==> config.mk <==
export PLATFORM = sky130hd
export DESIGN_NAME = phy_tx_arbiter
export DESIGN_NICKNAME = d
export VERILOG_FILES = /design/src/rtl/phy_tx_arbiter.sv
export SDC_FILE = /design/constraint.sdc
export NUM_CORES = 1
export LEC_CHECK = 0
export ABC_AREA = 1
export BUFFER_PORTS_ARGS = -buffer_cell sky130_fd_sc_hd__clkbuf_2
export CORE_ASPECT_RATIO = 1.75
export CORE_UTILIZATION = 34
export DETAILED_ROUTE_END_ITERATION = 8
export PLACE_DENSITY = 0.85
export SYNTH_ARGS = -nofsm -noshare
export SYNTH_HDL_FRONTEND = slang
export SYNTH_SLANG_ARGS = --single-unit
export TNS_END_PERCENT = 5
==> constraint.sdc <==
create_clock -name i_clk -period 1.5 [get_ports i_clk]
set_input_delay 0 -clock i_clk [delete_from_list [all_inputs] [get_ports i_clk]]
set_output_delay 0 -clock i_clk [all_outputs]
set_load 0.02 [all_outputs]
==> src/rtl/phy_tx_arbiter.sv <==
// phy_tx_arbiter: packet-granular round-robin arbiter sharing the PHY
// transmit datapath between two AXI-Stream requesters.
module phy_tx_arbiter #(
  parameter int P_IFG = 2
) (
  input  logic        i_clk,
  input  logic        i_rst,
  input  logic        i_gt_tx_done,
  input  logic [31:0] i_s0_axis_data,
  input  logic [3:0]  i_s0_axis_keep,
  input  logic        i_s0_axis_valid,
  input  logic        i_s0_axis_last,
  output logic        o_s0_axis_ready,
  input  logic [31:0] i_s1_axis_data,
  input  logic [3:0]  i_s1_axis_keep,
  input  logic        i_s1_axis_valid,
  input  logic        i_s1_axis_last,
  output logic        o_s1_axis_ready,
  output logic [31:0] o_m_axis_data,
  output logic [3:0]  o_m_axis_keep,
  output logic        o_m_axis_valid,
  output logic        o_m_axis_last,
  input  logic        i_m_axis_ready,
  output logic [1:0]  o_grant,
  output logic        o_busy
);

  typedef enum logic [1:0] {
    S_IDLE,
    S_SEND,
    S_GAP
  } state_t;

  localparam logic [3:0] GAP_LOAD =
    (P_IFG > 0) ? 4'(P_IFG - 1) : 4'd0;

  state_t     state;
  logic       rr_ptr;
  logic [3:0] gap_cnt;
  logic       any_req;
  logic       win;
  logic       xfer_last;

  assign any_req = i_s0_axis_valid | i_s1_axis_valid;

  // rr_ptr only matters on a tie; a lone requester always wins
  assign win = (i_s0_axis_valid & i_s1_axis_valid)
             ? rr_ptr : i_s1_axis_valid;

  assign xfer_last = o_m_axis_valid & i_m_axis_ready
                   & o_m_axis_last;

  always_comb begin
    o_m_axis_data   = '0;
    o_m_axis_keep   = '0;
    o_m_axis_valid  = 1'b0;
    o_m_axis_last   = 1'b0;
    o_s0_axis_ready = 1'b0;
    o_s1_axis_ready = 1'b0;
    if (state == S_SEND) begin
      unique case (1'b1)
        o_grant[1]: begin
          o_m_axis_data   = i_s1_axis_data;
          o_m_axis_keep   = i_s1_axis_keep;
          o_m_axis_valid  = i_s1_axis_valid;
          o_m_axis_last   = i_s1_axis_last;
          o_s1_axis_ready = i_m_axis_ready;
        end
        o_grant[0]: begin
          o_m_axis_data   = i_s0_axis_data;
          o_m_axis_keep   = i_s0_axis_keep;
          o_m_axis_valid  = i_s0_axis_valid;
          o_m_axis_last   = i_s0_axis_last;
          o_s0_axis_ready = i_m_axis_ready;
        end
        default: ;
      endcase
    end
  end

  always_ff @(posedge i_clk or posedge i_rst) begin
    if (i_rst) begin
      state   <= S_IDLE;
      rr_ptr  <= 1'b0;
      gap_cnt <= 4'd0;
      o_grant <= 2'b00;
      o_busy  <= 1'b0;
    end else begin
      unique case (state)
        S_IDLE: begin
          if (i_gt_tx_done && any_req) begin
            state   <= S_SEND;
            o_grant <= win ? 2'b10 : 2'b01;
            o_busy  <= 1'b1;
          end
        end
        S_SEND: begin
          if (xfer_last) begin
            rr_ptr  <= ~o_grant[1];
            o_grant <= 2'b00;
            if (P_IFG > 0) begin
              state   <= S_GAP;
              gap_cnt <= GAP_LOAD;
            end else begin
              state  <= S_IDLE;
              o_busy <= 1'b0;
            end
          end
        end
        S_GAP: begin
          if (gap_cnt == 4'd0) begin
            state  <= S_IDLE;
            o_busy <= 1'b0;
          end else begin
            gap_cnt <= gap_cnt - 4'd1;
          end
        end
        default: state <= S_IDLE;
      endcase
    end
  end

endmodule
## Word-level counts from Yosys, hierarchy flattened

Cells that the tools add are included.
W data, S select, Z words.

- Register bits: 10
- Bits of input ports: 80
- Output and inout port bits: 43
- Logic and storage cells: 55

- Add/sub/neg operators: 1
- Equality and inequality tests: 6
- Muxes and demuxes: 27
- Bitwise gates (word level): 5
- Reductions and logical operators: 11

Operators with widths:

| kind | number |
|---|---|
| $pmux W32 S2 | 1 |
| $mux W32 | 1 |
| $pmux W4 S2 | 2 |
| $mux W2 | 6 |
| $mux W4 | 3 |
| $reduce_and A3 Y1 | 4 |
| $mux W1 | 9 |
| $ne A2 B2 Y1 const B | 4 |
| $pmux W1 S2 | 3 |
| $pmux W2 S3 | 1 |
| $reduce_bool A2 Y1 | 3 |
| $logic_not A4 Y1 | 1 |
| $pmux W2 S2 | 1 |
| $sub A4 B1 Y4 const B | 1 |
| $and A1 B1 Y1 | 3 |
| $eq A2 B1 Y1 const B | 1 |
| $eq A2 B2 Y1 const B | 1 |
| $logic_not A2 Y1 | 1 |
| $reduce_and A2 Y1 | 1 |
| $logic_and A1 B1 Y1 | 1 |
| $not A1 Y1 | 1 |
| $or A1 B1 Y1 | 1 |

## Longest topological paths before layout

- Depth after elaboration: 6
- Gate-level depth with buffers: 8
- Depth with buffers taken out: 7

## Worst setup path before layout

OpenSTA, ideal clock, no wires.

- Kind: register to register
- From: register o_grant[1]
- To: register o_grant[0]
- Library setup time: 117 ps
- Data arrival time: 1251 ps
- Required time: 1383 ps
- Setup slack: 131 ps
- Cell stages (with the launch flop): 7
- Buffers on the path: 1
- Period minus slack after synthesis: 1369 ps
- Cell sequence: dfrtp_1 nand2_1 a21oi_2 nand2_1 buf_6 nand3_1 nand2_1

- Elaborated cells between the ends (all ways): 8
- Classes of those cells: eq/ne (1); mux (4); bitwise (2); reduce/logical (1)

RTL lines:

| element | line | RTL |
|---|---|---|
| start, declared | 24 | `output logic [1:0] o_grant,` |
| start signal, assigned | 93 | `o_grant <= win ? 2'b10 : 2'b01;` |
| $pmux W1 S2 | 61 | `unique case (1'b1)` |
| $mux W1 | 60 | `if (state == S_SEND) begin` |
| named net o_m_axis_last | 22 | `output logic o_m_axis_last,` |
| $and A1 B1 Y1 | 51 | `& o_m_axis_last;` |
| $ne A2 B2 Y1 (no source line) | - |  |
| $reduce_and A3 Y1 (no source line) | - |  |

The timed path passes the listed nets, and every way through them passes these cells.
A chain may end at the register's enable or synchronous reset.

## Worst setup path in the final report

- From: register state[1]
- To: output port o_m_axis_keep[3]

- Cells in the longest elaborated chain, start to end: 2

Ends and longest elaborated chain:

| element | line | RTL |
|---|---|---|
| start, declared | 37 | `state_t state;` |
| start signal, assigned | 83 | `state <= S_IDLE;` |
| start signal, assigned | 92 | `state <= S_SEND;` |
| start signal, assigned | 102 | `state <= S_GAP;` |
| $eq A2 B1 Y1 | 60 |  |
| $mux W4 | 60 |  |
| end, declared | 20 | `output logic [3:0] o_m_axis_keep,` |

No other way between the ends.

==> run_summary.xml <==
<?xml version="1.0" encoding="UTF-8"?>
<metrics>
  <group name="floorplanning">
    <metric name="dieArea" unit="µm²">3440</metric>
    <metric name="initial_utilization" unit="">0.364</metric>
    <metric name="dieWidth" unit="µm">44.8</metric>
    <metric name="core_footprint" unit="µm²">2990</metric>
    <metric name="floorplan_die_height" unit="µm">76.9</metric>
    <metric name="boundaryPins" unit="">123</metric>
    <metric name="placement_rows" unit="">26</metric>
  </group>
  <group name="yosys">
    <metric name="number_of_synthesized_flops_with_an_enable_pin" unit="">0</metric>
    <metric name="synth_cell_types" unit="">22</metric>
    <metric name="synth_top_cells_by_area" unit="">sky130_fd_sc_hd__nand2_1, sky130_fd_sc_hd__dfrtp_1, sky130_fd_sc_hd__a21oi_1, sky130_fd_sc_hd__nand3_1, sky130_fd_sc_hd__nor2_1</metric>
    <metric name="syn_nets" unit="">282</metric>
    <metric name="postSynth.asyncResetShare" unit="">1.00</metric>
    <metric name="synth_largest_type_area_fraction" unit="">0.351</metric>
    <metric name="part_of_the_yosys_area_used_for_sequential_elements" unit="">0.230</metric>
    <metric name="post_syn_area" unit="µm²">1090</metric>
    <metric name="synth-warning-count" unit="">0</metric>
    <metric name="syn_avg_cell_area" unit="µm²">5.45</metric>
    <metric name="synth.ff_latch_count" unit="">10</metric>
    <metric name="synth_common_cells" unit="">sky130_fd_sc_hd__nand2_1, sky130_fd_sc_hd__a21oi_1, sky130_fd_sc_hd__dfrtp_1</metric>
    <metric name="most_frequent_cell_after_synthesis" unit="">sky130_fd_sc_hd__nand2_1</metric>
    <metric name="synthCells" unit="">200</metric>
    <metric name="post_synth_top_flop" unit="">sky130_fd_sc_hd__dfrtp_1</metric>
    <metric name="synth_largest_area_cell" unit="">sky130_fd_sc_hd__nand2_1</metric>
  </group>
  <group name="worst_setup_path">
    <metric name="crit_path_end_kind" unit="">primary output</metric>
    <metric name="regToRegSetupSlack" unit="ns">0.16</metric>
    <metric name="critical_path.reg2reg.startpoint" unit="">o_grant[0]$_DFFE_PP0P_</metric>
    <metric name="critical_path.cell_chain" unit="">inv_1 &gt; nand2_2 &gt; buf_4 &gt; a21oi_1 &gt; clkbuf_2</metric>
    <metric name="crit_arrival" unit="ns">1.40</metric>
    <metric name="kind_of_start_point_of_the_critical_path" unit="">register</metric>
    <metric name="crit_fanout" unit="">24</metric>
    <metric name="critPathKind" unit="">reg -&gt; out</metric>
    <metric name="cpMaxStageDelayCell" unit="">sky130_fd_sc_hd__dfrtp_1</metric>
    <metric name="worst_r2r_path_depth" unit="">6</metric>
    <metric name="critPathBufInv" unit="">3</metric>
    <metric name="worst_path_largest_cell_delay" unit="ns">0.38</metric>
    <metric name="path_delay_family" unit="">buffers and inverters</metric>
    <metric name="r2r_endpoint" unit="">gap_cnt[1]$_DFFE_PP0P_</metric>
    <metric name="required_time_of_the_critical_path" unit="ns">1.50</metric>
  </group>
  <group name="global_route">
    <metric name="grt_pass1_wl" unit="µm">6330</metric>
    <metric name="maximum_number_of_pins_on_one_net_before_global_route_repair" unit="">25</metric>
    <metric name="global_route.overflow_total" unit="">0</metric>
    <metric name="antenna_found_initial" unit="">0</metric>
    <metric name="grtUsageTotal" unit="">0.230</metric>
    <metric name="grt_pass1_vias" unit="">1539</metric>
  </group>
  <group name="power">
    <metric name="internal_power" unit="mW">1.27</metric>
    <metric name="pwr-share-clk" unit="">0.124</metric>
    <metric name="peakVddDrop" unit="mV">0.934</metric>
    <metric name="p_seq_frac" unit="">0.147</metric>
    <metric name="p_sw_frac" unit="">0.546</metric>
    <metric name="net_switching_power" unit="mW">1.52</metric>
    <metric name="comb_power_share" unit="">0.729</metric>
    <metric name="p_per_area" unit="nW/µm²">1540</metric>
    <metric name="total_power" unit="mW">2.79</metric>
    <metric name="power.leakage" unit="nW">1.01</metric>
  </group>
  <group name="sta">
    <metric name="fmax" unit="GHz">0.715</metric>
    <metric name="hold_viol_final" unit="">0</metric>
    <metric name="finalMaxSlewViolations" unit="">0</metric>
    <metric name="relSlewSlack" unit="">0.696</metric>
    <metric name="fin_skew" unit="ns">0.00104</metric>
    <metric name="final_period_minus_worst_setup_slack" unit="ns">1.40</metric>
    <metric name="report.final.setup_viol" unit="">0</metric>
    <metric name="finalCritPeriodShare" unit="">0.932</metric>
    <metric name="grt_setup_unrepaired" unit="">no</metric>
    <metric name="timing_worst_slew_pin_value" unit="ns">0.454</metric>
    <metric name="setup_tns" unit="ns">0</metric>
  </group>
  <group name="cells_and_area">
    <metric name="num_antenna_cells" unit="">0</metric>
    <metric name="areaGrowthSynthToFinish" unit="%">66.1</metric>
    <metric name="utilization" unit="">0.605</metric>
    <metric name="drive_gt1_frac" unit="">0.427</metric>
    <metric name="design.final.nets" unit="">404</metric>
  </group>
  <group name="placed_design">
    <metric name="routabilityCongestion" unit="">0.784</metric>
    <metric name="place.port_buffers" unit="">122</metric>
    <metric name="post-dp-hpwl" unit="µm">3230</metric>
  </group>
  <group name="hold_path">
    <metric name="hold_path.class" unit="">in -&gt; reg</metric>
    <metric name="hold_path.startpoint" unit="">i_gt_tx_done</metric>
    <metric name="min_to" unit="">o_busy$_DFFE_PP0P_</metric>
    <metric name="hold_path_depth" unit="">6</metric>
  </group>
  <group name="clocking">
    <metric name="cts_tree" unit="">done</metric>
    <metric name="cts_buffer_depth" unit="">2</metric>
    <metric name="clk_root_buffer_cell" unit="">sky130_fd_sc_hd__clkbuf_8</metric>
    <metric name="clock_latency" unit="ns">0.24</metric>
    <metric name="clock_sinks" unit="">10</metric>
    <metric name="clk_pin_slew" unit="ns">0.05</metric>
    <metric name="htree_num_levels" unit="">1</metric>
    <metric name="post-cts-setup-buffer-count" unit="">0</metric>
    <metric name="cts_buffers" unit="">3</metric>
  </group>
  <group name="drt">
    <metric name="wirelength" unit="µm">4000</metric>
    <metric name="routed-via-count" unit="">1712</metric>
    <metric name="antenna_left" unit="">0</metric>
    <metric name="wl_per_cell" unit="µm">11.0</metric>
    <metric name="detail_route.first_pass.iterations" unit="">4</metric>
    <metric name="route.detailed.vias_per_inst" unit="">4.72</metric>
    <metric name="drt_iter0_markers" unit="">33</metric>
    <metric name="drc_errors" unit="">0</metric>
  </group>
  <group name="outcome">
    <metric name="outcome" unit="">completed</metric>
  </group>
  <group name="job">
    <metric name="drv.max_cap_violation_count" unit="">0</metric>
  </group>
</metrics>
-- worst min-delay path: cells and delay by family --
kind | cells | cell delay [ns]
AOI/OAI and AO/OA | 1 | 0.07
buffers and inverters | 1 | 0.09
and+or+nand+nor | 4 | 0.24
-- flip-flops by register name (all words and copies together) (netlist names) --
register and flops:
o_grant 2, rr_ptr 1, gap_cnt 4, o_busy 1, state 2
-- timing repair --
action | in CTS | in global routing
hold buffers | 1 | 0
resized for setup | 0 | 2
hold endpoints to repair | 10 | 0
setup endpoints to repair | 0 | 15
-- area by class of cell --
class	instances	area [µm²]
clock buffers	4	55.1
fillers	313	1180
inverters	7	26.3
multi-input cells	170	749
flip-flops and latches	10	250
well taps	42	52.6
repair buffers	130	677
-- routing by layer --
layer  up-vias  GRT usage  share of wire
met3         8     0.0165          0.049
met1       751      0.231           0.38
met5         -          0              0
li1        879          -              -
met4         0     0.0576          0.011
met2        74      0.463           0.56
-- power groups by stage --
stage               registers (mW)  clock network (mW)  logic (mW)
global placement             0.401                   0        2.00
finish                       0.410               0.345        2.04
floorplan                    0.431                   0        1.31
CTS                          0.407               0.340        2.04
global route                 0.421               0.350        2.24
detailed placement           0.411                   0        2.03
-- worst max-delay path by stage --
stage                      startpoint                     end  slack, ns  depth (start not counted)
2_1_floorplan  o_grant[1]$_DFFE_PP0P_  o_grant[0]$_DFFE_PP0P_       0.13                          6
3_3_place_gp     state[1]$_DFFE_PP0P_  gap_cnt[3]$_DFFE_PP0P_       0.21                          7
3_5_place_dp     state[1]$_DFFE_PP0P_  gap_cnt[0]$_DFFE_PP0P_       0.13                          7
4_1_cts        o_grant[0]$_DFFE_PP0P_        o_m_axis_data[6]       0.06                          4
5_1_grt          state[1]$_DFFE_PP0P_       o_m_axis_data[19]       0.01                          5
6_report         state[1]$_DFFE_PP0P_        o_m_axis_keep[3]       0.10                          5
-- layout by cell type (no fill, tap or decap), types with 2 or more instances in the layout --
cell type / instances
sky130_fd_sc_hd__clkbuf_2: 122
sky130_fd_sc_hd__nand2_1: 101
sky130_fd_sc_hd__a21oi_1: 39
sky130_fd_sc_hd__dfrtp_1: 10
sky130_fd_sc_hd__nor2_1: 8
sky130_fd_sc_hd__inv_1: 7
sky130_fd_sc_hd__nand3_1: 7
sky130_fd_sc_hd__buf_4: 6
sky130_fd_sc_hd__clkbuf_8: 4
sky130_fd_sc_hd__nand2_2: 3
sky130_fd_sc_hd__nor3_1: 2
sky130_fd_sc_hd__ha_1: 2
-- cell families (layout without fill, tap and decap cells) --
logic type / after synthesis / in the layout / share of synthesized area
and+or+nand+nor: 123 / 123 / 0.444
DFF: 10 / 10 / 0.230
buffers and inverters: 20 / 141 / 0.0850
adders and majority gates: 2 / 2 / 0.0230
xor gates and xnor gates: 1 / 1 / 0.00804
AOI/OAI and AO/OA: 44 / 44 / 0.210
-- stage by stage --
step | hold slack [ns] | cell area, µm² | cells | worst slack (ns)
after global routing | 0.244 | 1810 | 363 | 0.0149
after CTS | 0.189 | 1800 | 363 | 0.0603
after global placement | -0.0314 | 1740 | 358 | 0.207
final | 0.190 | 1810 | 363 | 0.102
after detailed placement | -0.0116 | 1740 | 358 | 0.129
after floorplan | -0.160 | 1090 | 200 | 0.131
Power figures use the tool's default switching activity.
